$ cat src/rtl/xdma_irq_ctrl_regs_pkg.sv
// Shared constants for the XDMA user-interrupt control register block:
// register map, ID word, AXI response codes and FSM state encodings.
`ifndef XDMA_USR_INTR_COUNT
`define XDMA_USR_INTR_COUNT 7
`endif

package xdma_irq_ctrl_regs_pkg;

  localparam int INTR_COUNT_DEF = `XDMA_USR_INTR_COUNT;

  localparam logic [31:0] REG_STATUS   = 32'h000;
  localparam logic [31:0] REG_CLEAR    = 32'h004;
  localparam logic [31:0] REG_CNT_RST  = 32'h008;
  localparam logic [31:0] REG_ID       = 32'h00C;
  localparam logic [31:0] REG_CNT_BASE = 32'h100;

  localparam logic [31:0] ID_BASE = 32'h1A0C_0000;

  localparam logic [1:0] RESP_OKAY   = 2'b00;
  localparam logic [1:0] RESP_SLVERR = 2'b10;

  typedef enum logic {WR_IDLE, WR_RESP} wr_state_t;
  typedef enum logic {RD_IDLE, RD_DATA} rd_state_t;

  // addr is already word aligned; counter window holds one word per source
  function automatic logic addr_mapped(input logic [31:0] addr, input int n);
    return (addr == REG_STATUS) || (addr == REG_CLEAR) || (addr == REG_CNT_RST) ||
           (addr == REG_ID) ||
           ((addr >= REG_CNT_BASE) && (addr < REG_CNT_BASE + 32'(4 * n)));
  endfunction

endpackage

$ cat src/rtl/xdma_irq_ctrl_regs_edge_counter.sv
// Per-source rising-edge event counter with synchronous clear.
module irq_edge_counter #(
  parameter int CNT_W = 32
) (
  input  logic             clk,
  input  logic             sys_rst_n,
  input  logic             req,
  input  logic             clr,
  output logic [CNT_W-1:0] cnt
);

  logic prev;

  // A clear landing on the same cycle as an edge wins; the count wraps silently.
  always_ff @(posedge clk) begin
    if (!sys_rst_n) begin
      prev <= 1'b0;
      cnt  <= '0;
    end else begin
      prev <= req;
      if (clr)
        cnt <= '0;
      else if (req && !prev)
        cnt <= cnt + CNT_W'(1);
    end
  end

endmodule

$ cat src/rtl/xdma_irq_ctrl_regs.sv
// AXI4-Lite register block: interrupt status, W1C clear pulses toward the
// interrupt request module, and per-source rising-edge event counters.
module xdma_irq_ctrl_regs
  import xdma_irq_ctrl_regs_pkg::*;
#(
  parameter int INTR_COUNT = INTR_COUNT_DEF,
  parameter int ADDR_W     = 12,
  parameter int CNT_W      = 32
) (
  input  logic                  clk,
  input  logic                  sys_rst_n,
  input  logic [ADDR_W-1:0]     s_axil_awaddr,
  input  logic                  s_axil_awvalid,
  output logic                  s_axil_awready,
  input  logic [31:0]           s_axil_wdata,
  input  logic [3:0]            s_axil_wstrb,
  input  logic                  s_axil_wvalid,
  output logic                  s_axil_wready,
  output logic [1:0]            s_axil_bresp,
  output logic                  s_axil_bvalid,
  input  logic                  s_axil_bready,
  input  logic [ADDR_W-1:0]     s_axil_araddr,
  input  logic                  s_axil_arvalid,
  output logic                  s_axil_arready,
  output logic [31:0]           s_axil_rdata,
  output logic [1:0]            s_axil_rresp,
  output logic                  s_axil_rvalid,
  input  logic                  s_axil_rready,
  input  logic [INTR_COUNT-1:0] irq_req_in,
  output logic [INTR_COUNT-1:0] intr_clr,
  output logic [INTR_COUNT-1:0] intr_clr_vld
);

  wr_state_t wr_state, wr_state_next;
  rd_state_t rd_state, rd_state_next;

  logic                  aw_held, w_held, wstrb0_q;
  logic [31:0]           awaddr_q;
  logic [INTR_COUNT-1:0] wdata_q;
  logic                  aw_fire, w_fire, b_fire, ar_fire, r_fire, wr_commit;
  logic [31:0]           aw_aligned, ar_aligned, wr_addr;
  logic [INTR_COUNT-1:0] wr_data, clr_mask, cnt_rst_mask;
  logic                  wr_strb0;
  logic [31:0]           rd_data;
  logic [CNT_W-1:0]      cnt [INTR_COUNT];
  logic                  unused_bits;

  assign aw_aligned = 32'({s_axil_awaddr[ADDR_W-1:2], 2'b00});
  assign ar_aligned = 32'({s_axil_araddr[ADDR_W-1:2], 2'b00});
  assign aw_fire    = s_axil_awvalid && s_axil_awready;
  assign w_fire     = s_axil_wvalid && s_axil_wready;
  assign b_fire     = s_axil_bvalid && s_axil_bready;
  assign ar_fire    = s_axil_arvalid && s_axil_arready;
  assign r_fire     = s_axil_rvalid && s_axil_rready;
  assign unused_bits = ^{s_axil_wdata, s_axil_wstrb, s_axil_awaddr[1:0], s_axil_araddr[1:0]};

  // A channel accepted this cycle bypasses its holding register.
  assign wr_addr  = aw_fire ? aw_aligned : awaddr_q;
  assign wr_data  = w_fire ? s_axil_wdata[INTR_COUNT-1:0] : wdata_q;
  assign wr_strb0 = w_fire ? s_axil_wstrb[0] : wstrb0_q;

  assign clr_mask     = (wr_commit && wr_strb0 && wr_addr == REG_CLEAR)   ? wr_data : '0;
  assign cnt_rst_mask = (wr_commit && wr_strb0 && wr_addr == REG_CNT_RST) ? wr_data : '0;

  always_comb begin
    wr_state_next = wr_state;
    wr_commit     = 1'b0;
    case (wr_state)
      WR_IDLE: if ((aw_held || aw_fire) && (w_held || w_fire)) begin
        wr_commit     = 1'b1;
        wr_state_next = WR_RESP;
      end
      WR_RESP: if (b_fire) wr_state_next = WR_IDLE;
      default: wr_state_next = WR_IDLE;
    endcase
  end

  always_ff @(posedge clk) begin
    if (!sys_rst_n) wr_state <= WR_IDLE;
    else            wr_state <= wr_state_next;
  end

  always_ff @(posedge clk) begin
    if (!sys_rst_n) begin
      aw_held        <= 1'b0;
      w_held         <= 1'b0;
      awaddr_q       <= '0;
      wdata_q        <= '0;
      wstrb0_q       <= 1'b0;
      s_axil_awready <= 1'b0;
      s_axil_wready  <= 1'b0;
      s_axil_bvalid  <= 1'b0;
      s_axil_bresp   <= RESP_OKAY;
      intr_clr       <= '0;
      intr_clr_vld   <= '0;
    end else begin
      intr_clr     <= clr_mask;
      intr_clr_vld <= clr_mask;
      if (wr_commit) begin
        aw_held        <= 1'b0;
        w_held         <= 1'b0;
        s_axil_awready <= 1'b0;
        s_axil_wready  <= 1'b0;
        s_axil_bvalid  <= 1'b1;
        s_axil_bresp   <= addr_mapped(wr_addr, INTR_COUNT) ? RESP_OKAY : RESP_SLVERR;
      end else if (wr_state == WR_IDLE) begin
        if (aw_fire) begin
          aw_held  <= 1'b1;
          awaddr_q <= aw_aligned;
        end
        if (w_fire) begin
          w_held   <= 1'b1;
          wdata_q  <= s_axil_wdata[INTR_COUNT-1:0];
          wstrb0_q <= s_axil_wstrb[0];
        end
        s_axil_awready <= !(aw_held || aw_fire);
        s_axil_wready  <= !(w_held || w_fire);
      end else if (b_fire) begin
        s_axil_bvalid  <= 1'b0;
        s_axil_awready <= 1'b1;
        s_axil_wready  <= 1'b1;
      end
    end
  end

  // Write-only and unmapped words read as zero.
  always_comb begin
    rd_data = '0;
    if (ar_aligned == REG_STATUS) rd_data = 32'(irq_req_in);
    if (ar_aligned == REG_ID)     rd_data = ID_BASE | 32'(INTR_COUNT);
    for (int i = 0; i < INTR_COUNT; i++)
      if (ar_aligned == REG_CNT_BASE + 32'(4 * i)) rd_data = 32'(cnt[i]);
  end

  always_comb begin
    rd_state_next = rd_state;
    case (rd_state)
      RD_IDLE: if (ar_fire) rd_state_next = RD_DATA;
      RD_DATA: if (r_fire)  rd_state_next = RD_IDLE;
      default: rd_state_next = RD_IDLE;
    endcase
  end

  always_ff @(posedge clk) begin
    if (!sys_rst_n) rd_state <= RD_IDLE;
    else            rd_state <= rd_state_next;
  end

  always_ff @(posedge clk) begin
    if (!sys_rst_n) begin
      s_axil_arready <= 1'b0;
      s_axil_rvalid  <= 1'b0;
      s_axil_rdata   <= '0;
      s_axil_rresp   <= RESP_OKAY;
    end else if (ar_fire) begin
      s_axil_arready <= 1'b0;
      s_axil_rvalid  <= 1'b1;
      s_axil_rdata   <= rd_data;
      s_axil_rresp   <= addr_mapped(ar_aligned, INTR_COUNT) ? RESP_OKAY : RESP_SLVERR;
    end else if (rd_state == RD_IDLE) begin
      s_axil_arready <= 1'b1;
    end else if (r_fire) begin
      s_axil_rvalid  <= 1'b0;
      s_axil_arready <= 1'b1;
    end
  end

  for (genvar i = 0; i < INTR_COUNT; i++) begin : gen_cnt
    irq_edge_counter #(.CNT_W(CNT_W)) u_cnt (
      .clk       (clk),
      .sys_rst_n (sys_rst_n),
      .req       (irq_req_in[i]),
      .clr       (cnt_rst_mask[i]),
      .cnt       (cnt[i])
    );
  end

endmodule

$ cat config.mk
export PLATFORM = sky130hd
export DESIGN_NAME = xdma_irq_ctrl_regs
export DESIGN_NICKNAME = d
export VERILOG_FILES = /design/src/rtl/xdma_irq_ctrl_regs_pkg.sv /design/src/rtl/xdma_irq_ctrl_regs_edge_counter.sv /design/src/rtl/xdma_irq_ctrl_regs.sv
export SDC_FILE = /design/constraint.sdc
export NUM_CORES = 1
export LEC_CHECK = 0
export CAP_MARGIN = 30
export CORE_AREA = 5 5 186 188
export DETAILED_ROUTE_END_ITERATION = 10
export DIE_AREA = 0 0 191 193
export PLACE_DENSITY = 0.8
export REMOVE_ABC_BUFFERS = 1
export SYNTH_ARGS = -nofsm -noshare
export SYNTH_HDL_FRONTEND = slang
export SYNTH_HIERARCHICAL = 1
export SYNTH_SLANG_ARGS = --single-unit
$ cat constraint.sdc
create_clock -name clk -period 2.9 [get_ports clk]
set_clock_uncertainty 0.1 [all_clocks]
set_input_delay 0.87 -clock clk [delete_from_list [all_inputs] [get_ports clk]]
set_output_delay 0.87 -clock clk [all_outputs]
set_load 0.05 [all_outputs]
Word-level counts from Yosys, hierarchy flattened
Index checks and enable logic that the tools add are counted.

Word-level logic and storage cells: 151. Output and inout port bits: 55. Input port bits: 74. Register bits: 323.

Equal/unequal tests: 15. Order comparisons: 4. Muxes and demuxes: 33. Bitwise logic cells: 4. Add/subtract/negate cells: 7. Reduce and logical (&&, ||, !) cells: 58.

Operators by type and width (count): $mux 32 (9); $add 32x1->32 const B (7); $eq 10x7->1 const B (7); $eq 32x4->1 const B (2); $logic_not 32->1 (2); $eq 32x3->1 const B (1); $ge 32x9->1 const B (1); $lt 32x9->1 const B (1); $mux 7 (3); $eq 10x2->1 const B (2); $logic_and 1x1->1 (18); $reduce_or 2->1 (9); $mux 1 (17); $ge 12x9->1 const B (1); $lt 12x9->1 const B (1); $reduce_and 2->1 (6); $eq 10x1->1 const B (1); $logic_or 1x1->1 (10); $logic_not 1->1 (9); $reduce_bool 2->1 (4); $mux 2 (2); $ne 2x1->1 const B (2); $not 1->1 (4); $pmux 1 s2 (2).

Depth between registers and ports, before layout
Depth after elaboration: 10. Gate-level depth with buffers: 9. Gate-level depth less buffers: 8.

By module
The synthesis kept the hierarchy.

By module, submodules not included: irq_edge_counter (cells each 179, sequential area each 660.6 µm², area each 1517.7 µm², instances 7); xdma_irq_ctrl_regs (cells each 694, sequential area each 1801.7 µm², area each 5422.7 µm², instances 1).

Least setup slack after synthesis
OpenSTA, ideal clock, no wires.

Path type: input to register. Start point: in s_axil_awvalid. End point: reg gen_cnt[0].u_cnt.cnt[0]. Setup slack: 0.073 ns. Data required time: 2.672 ns. Library setup time: 0.128 ns. Arrival: 2.599 ns. Stages: 9. Path buffers: 2. Cells stage by stage: nand2_2 -> mux2_2 -> nor4b_4 -> nand3_2 -> nor2_1 -> nand2b_1 -> clkbuf_1 -> clkbuf_1 -> nor2_1.

Word-level cells in the longest chain between the ends: 9. Elaborated cells between the ends (all ways): 11. Those cells by class: eq/ne: 1; mux: 4; reduce/logical: 6.

RTL lines: start, declared (RTL line xdma_irq_ctrl_regs.sv:13) `input logic s_axil_awvalid,`; $logic_and 1x1->1 * (RTL line xdma_irq_ctrl_regs.sv:50) `assign aw_fire = s_axil_awvalid && s_axil_awready;`; branches (longest 5 deep; another with $mux 32); $logic_and 1x1->1 * (RTL line xdma_irq_ctrl_regs.sv:63) `assign cnt_rst_mask = (wr_commit && wr_strb0 && wr_addr == REG_CNT_RST) ? wr_data : '0;`; $mux 7 * (RTL line xdma_irq_ctrl_regs.sv:63); net cnt_rst_mask[0] (RTL line xdma_irq_ctrl_regs.sv:42) `logic [INTR_COUNT-1:0] wr_data, clr_mask, cnt_rst_mask;`; $reduce_or 2->1 (no source line) *; end signal, assigned (RTL line xdma_irq_ctrl_regs_edge_counter.sv:24) `cnt <= cnt + CNT_W'(1);`; end, declared (RTL line xdma_irq_ctrl_regs_edge_counter.sv:9) `output logic [CNT_W-1:0] cnt`.

Mark *: on every way through the listed nets, which the timed path passes. A chain may end at the register's enable or synchronous reset.

Final worst setup path
Start point: in s_axil_awvalid. End point: reg gen_cnt[6].u_cnt.cnt[31].

Word-level cells in the longest chain between the ends: 9. Elaborated cells between the ends (all ways): 11. Those cells by class: eq/ne: 1; mux: 4; reduce/logical: 6.

RTL lines (RTL line): $logic_and 1x1->1 * (xdma_irq_ctrl_regs.sv:50); branches (longest 5 deep; another with $mux 32); $logic_and 1x1->1 * (xdma_irq_ctrl_regs.sv:63); $mux 7 * (xdma_irq_ctrl_regs.sv:63); net cnt_rst_mask[6] (xdma_irq_ctrl_regs.sv:42); $reduce_or 2->1 (no source line) *; end signal, assigned (xdma_irq_ctrl_regs_edge_counter.sv:24); end, declared (xdma_irq_ctrl_regs_edge_counter.sv:9).

Marked as above.

==> flow_summary.ini <==
[run_status]
status = completed

[drt]
drc = 0
ant_nets = 0
dr_total_vias = 15849
drtIter0Drc = 1254
vias_per_cell = 6.10
routed_wl_um = 47500
post_drt_wl_per_cell_um = 18.3
drt_first_pass_iters = 8

[critical_path]
worstPathRequired_ns = 3.21
crit_buf_inv = 2
critical_path.max_fanout = 7
crit_path_end_kind = register
worstSetupPathType = in -> reg
crit_top_cell = nor2_1
path_cells = clkdlybuf4s50_1, nand2_2, mux2_4, nor4b_4, nand3_4, nor2_1, nand2b_1, buf_4, nor2_1, mux2_2
critical_path.top_delay_family = simple AND/OR/NAND/NOR gates
slowest_delay_ns = 0.53
worstPathArrival_ns = 3.15
crit_path_top_delay_cell = clkdlybuf4s50_1
cp-start-kind = input pin

[synth]
yosys.area.top_type_share_pct = 40.0
yosysWarningCount = 6
synth_fa_ha_area_share_pct = 0.546
synth_edf_count = 0
synthCells = 1947
synth_flop_cell = dfxtp_1
synth.area.top_cells = dfxtp_1 (40%), a21oi_1 (5.2%), o21ai_0 (4.8%)
synth_cell_type_count = 68
synth_compound_area_share_pct = 19.5
synthMuxAreaShare_pct = 3.25
ys_seq_area_share_pct = 40.0
ys_seq_elements = 321
synth_top_cells_by_count = dfxtp_1 (321), a21oi_1 (168), nor2_1 (160), o21ai_0 (155), nand2_1 (137)
synth-simple-area-share_pct = 26.7
synth.most_common_cell = dfxtp_1
synth_top_cell_by_area = dfxtp_1
synth.avg_cell_area_um2 = 8.24
async_flop_share_pct = 0
synth_area_um2 = 16000
synth-xor-area-share_pct = 4.58
synth_top_family_by_area = simple AND/OR/NAND/NOR gates

[sta]
maxSlewHeadroom_pct = 50.6
setup_viol_count_final = 0
period_share_pct = 98.0
slew_violations = 0
worst_slew_pin_slew_ns = 0.741
max_freq_mhz = 352
fin_ws_ns = 0.0589
layout_min_cycle_time_ns = 2.84
hold_viol = 0

[global_route]
grt_pass1_vias = 14743
grt_pass1_wl_um = 75200
grtUsageTotal_pct = 24.7
overflow = 0
grt_max_degree = 72
antenna_found_initial = 0

[cts]
h-tree-depth = 2
cts_made_buffers = 36
cts_buffer_depth = 3
clkSinkCount = 321
cts-root-buf = clkbuf_16
ctsHoldBuffers = 0
clkTransAtPathRegs_ns = 0.06
clock_latency_ns = 0.52
cts_tree = built

[cells_and_area]
area_delta_synth_final_pct = 22.0
antenna_cells = 0
fin_nets = 2205
num-fill-cells = 2801
drive_gt1_share_pct = 13.8

[power]
power_density_nw_per_um2 = 507
total_power_mw = 9.92
leakage_nw = 6.54
ir_worst_vdd_mv = 0.486

[die]
die_h_um = 193
io_pins = 129
dieWidth_um = 191
rows = 67
die-area_um2 = 36900
coreArea_um2 = 32900
start_util_pct = 48.7

[placed_design]
dp_hpwl_um = 34800
place_ws_ns = -0.522
numPortBuffers = 94
routabilityCongestion = 0.967

[job]
maxCapViolCount = 0

[min_path]
hold_path.class = reg -> reg
==> tightest hold or removal path: stages (launching register included) <==
cell and delay [ns]:
dfxtp_1 0.31, nand2_1 0.05, o21ai_1 0.05
==> flip-flops by register name, indices dropped and copies added, names as in the netlist, 7 cells and up <==
register / count
gen_cnt.u_cnt/cnt: 224
awaddr_q: 32
s_axil_rdata: 32
gen_cnt.u_cnt/prev: 7
intr_clr_vld: 7
wdata_q: 7
==> final timing paths <==
check / startpoint / endpoint / slack, ns / cells past startpoint
worst max-delay path: s_axil_awvalid / gen_cnt[6].u_cnt/cnt[31] / 0.06 / 10
worst min-delay path: s_axil_rdata[14] / s_axil_rdata[14] / 0.35 / 2
worst max register to register: awaddr_q[0] / gen_cnt[6].u_cnt/cnt[31] / 0.42 / 9
worst min register to register: s_axil_rdata[14] / s_axil_rdata[14] / 0.35 / 2
==> where the power goes <==
group | total (mW) | leakage, nW | switching (mW) | internal, mW
Sequential | 4.53 | 2.59 | 0.0606 | 4.47
Clock | 4.58 | 0.567 | 1.86 | 2.72
Combinational | 0.814 | 3.38 | 0.482 | 0.332
Total | 9.92 | 6.54 | 2.41 | 7.52
==> what timing repair did <==
| item | 4_1_cts | 5_1_grt |
|---|---|---|
| buffers inserted | 0 | 1 |
| resized for setup | 0 | 5 |
| setup endpoints to repair | 0 | 142 |
==> stage by stage <==
stage | hold slack, ns | TNS (ns) | utilization (%) | cells | cell area [um2]
after detailed placement | 0.348 | -101.66 | 55.7 | 2533 | 18400
after global placement | 0.339 | -93.93 | 55.7 | 2533 | 18400
after floorplan | 0.340 | -45.33 | - | 1811 | 15400
after CTS | 0.355 | 0 | 59.3 | 2596 | 19500
final | 0.351 | 0 | 59.4 | 2597 | 19600
after global routing | 0.375 | -0.0396 | 59.4 | 2597 | 19600
==> per-layer routing <==
layer  vias up  wire (um)  share of wire, %  track usage (%)
met5         -          0                 0                0
met4         0       1840               3.9             9.17
met3       130       3720               7.8             3.58
met2       695      21800                46             40.2
met1      7519      20200                42             33.5
li1       7505          -                 -                -
==> cell families (layout without fill, tap and decap cells) <==
logic type	count (synthesis)	in the layout
xor gates and xnor gates	84	84
and+or+nand+nor	769	769
DFF	321	321
buffers and inverters	198	399
muxes	48	48
adders and majority gates	7	7
other	1	2
AOI/OAI and AO/OA	519	519
==> final cells by class <==
type | instances | area (um2) | share of cell area, %
Multi-Input combinational cell | 1429 | 8780 | 44.9
Tap cell | 448 | 561 | 2.86
Inverter | 61 | 229 | 1.17
Clock buffer | 47 | 1000 | 5.13
Timing Repair Buffer | 275 | 2390 | 12.2
Clock inverter | 16 | 175 | 0.895
Sequential cell | 321 | 6430 | 32.8
==> cells in the final DEF, fill, tap and decap left out, types with 37 or more instances in the layout <==
cell type        count
a21oi_1            168
clkbuf_16           37
o31ai_1             60
or3_1               73
xnor2_1             63
inv_1               61
o21ai_0            155
nor2_1             160
nand2_1            137
nand4_1             41
or4_1               71
and3_1              38
dfxtp_1            321
clkdlybuf4s50_1     92
buf_4              172
nand3_1             80
No activity file was read; power rests on OpenSTA's default activity.
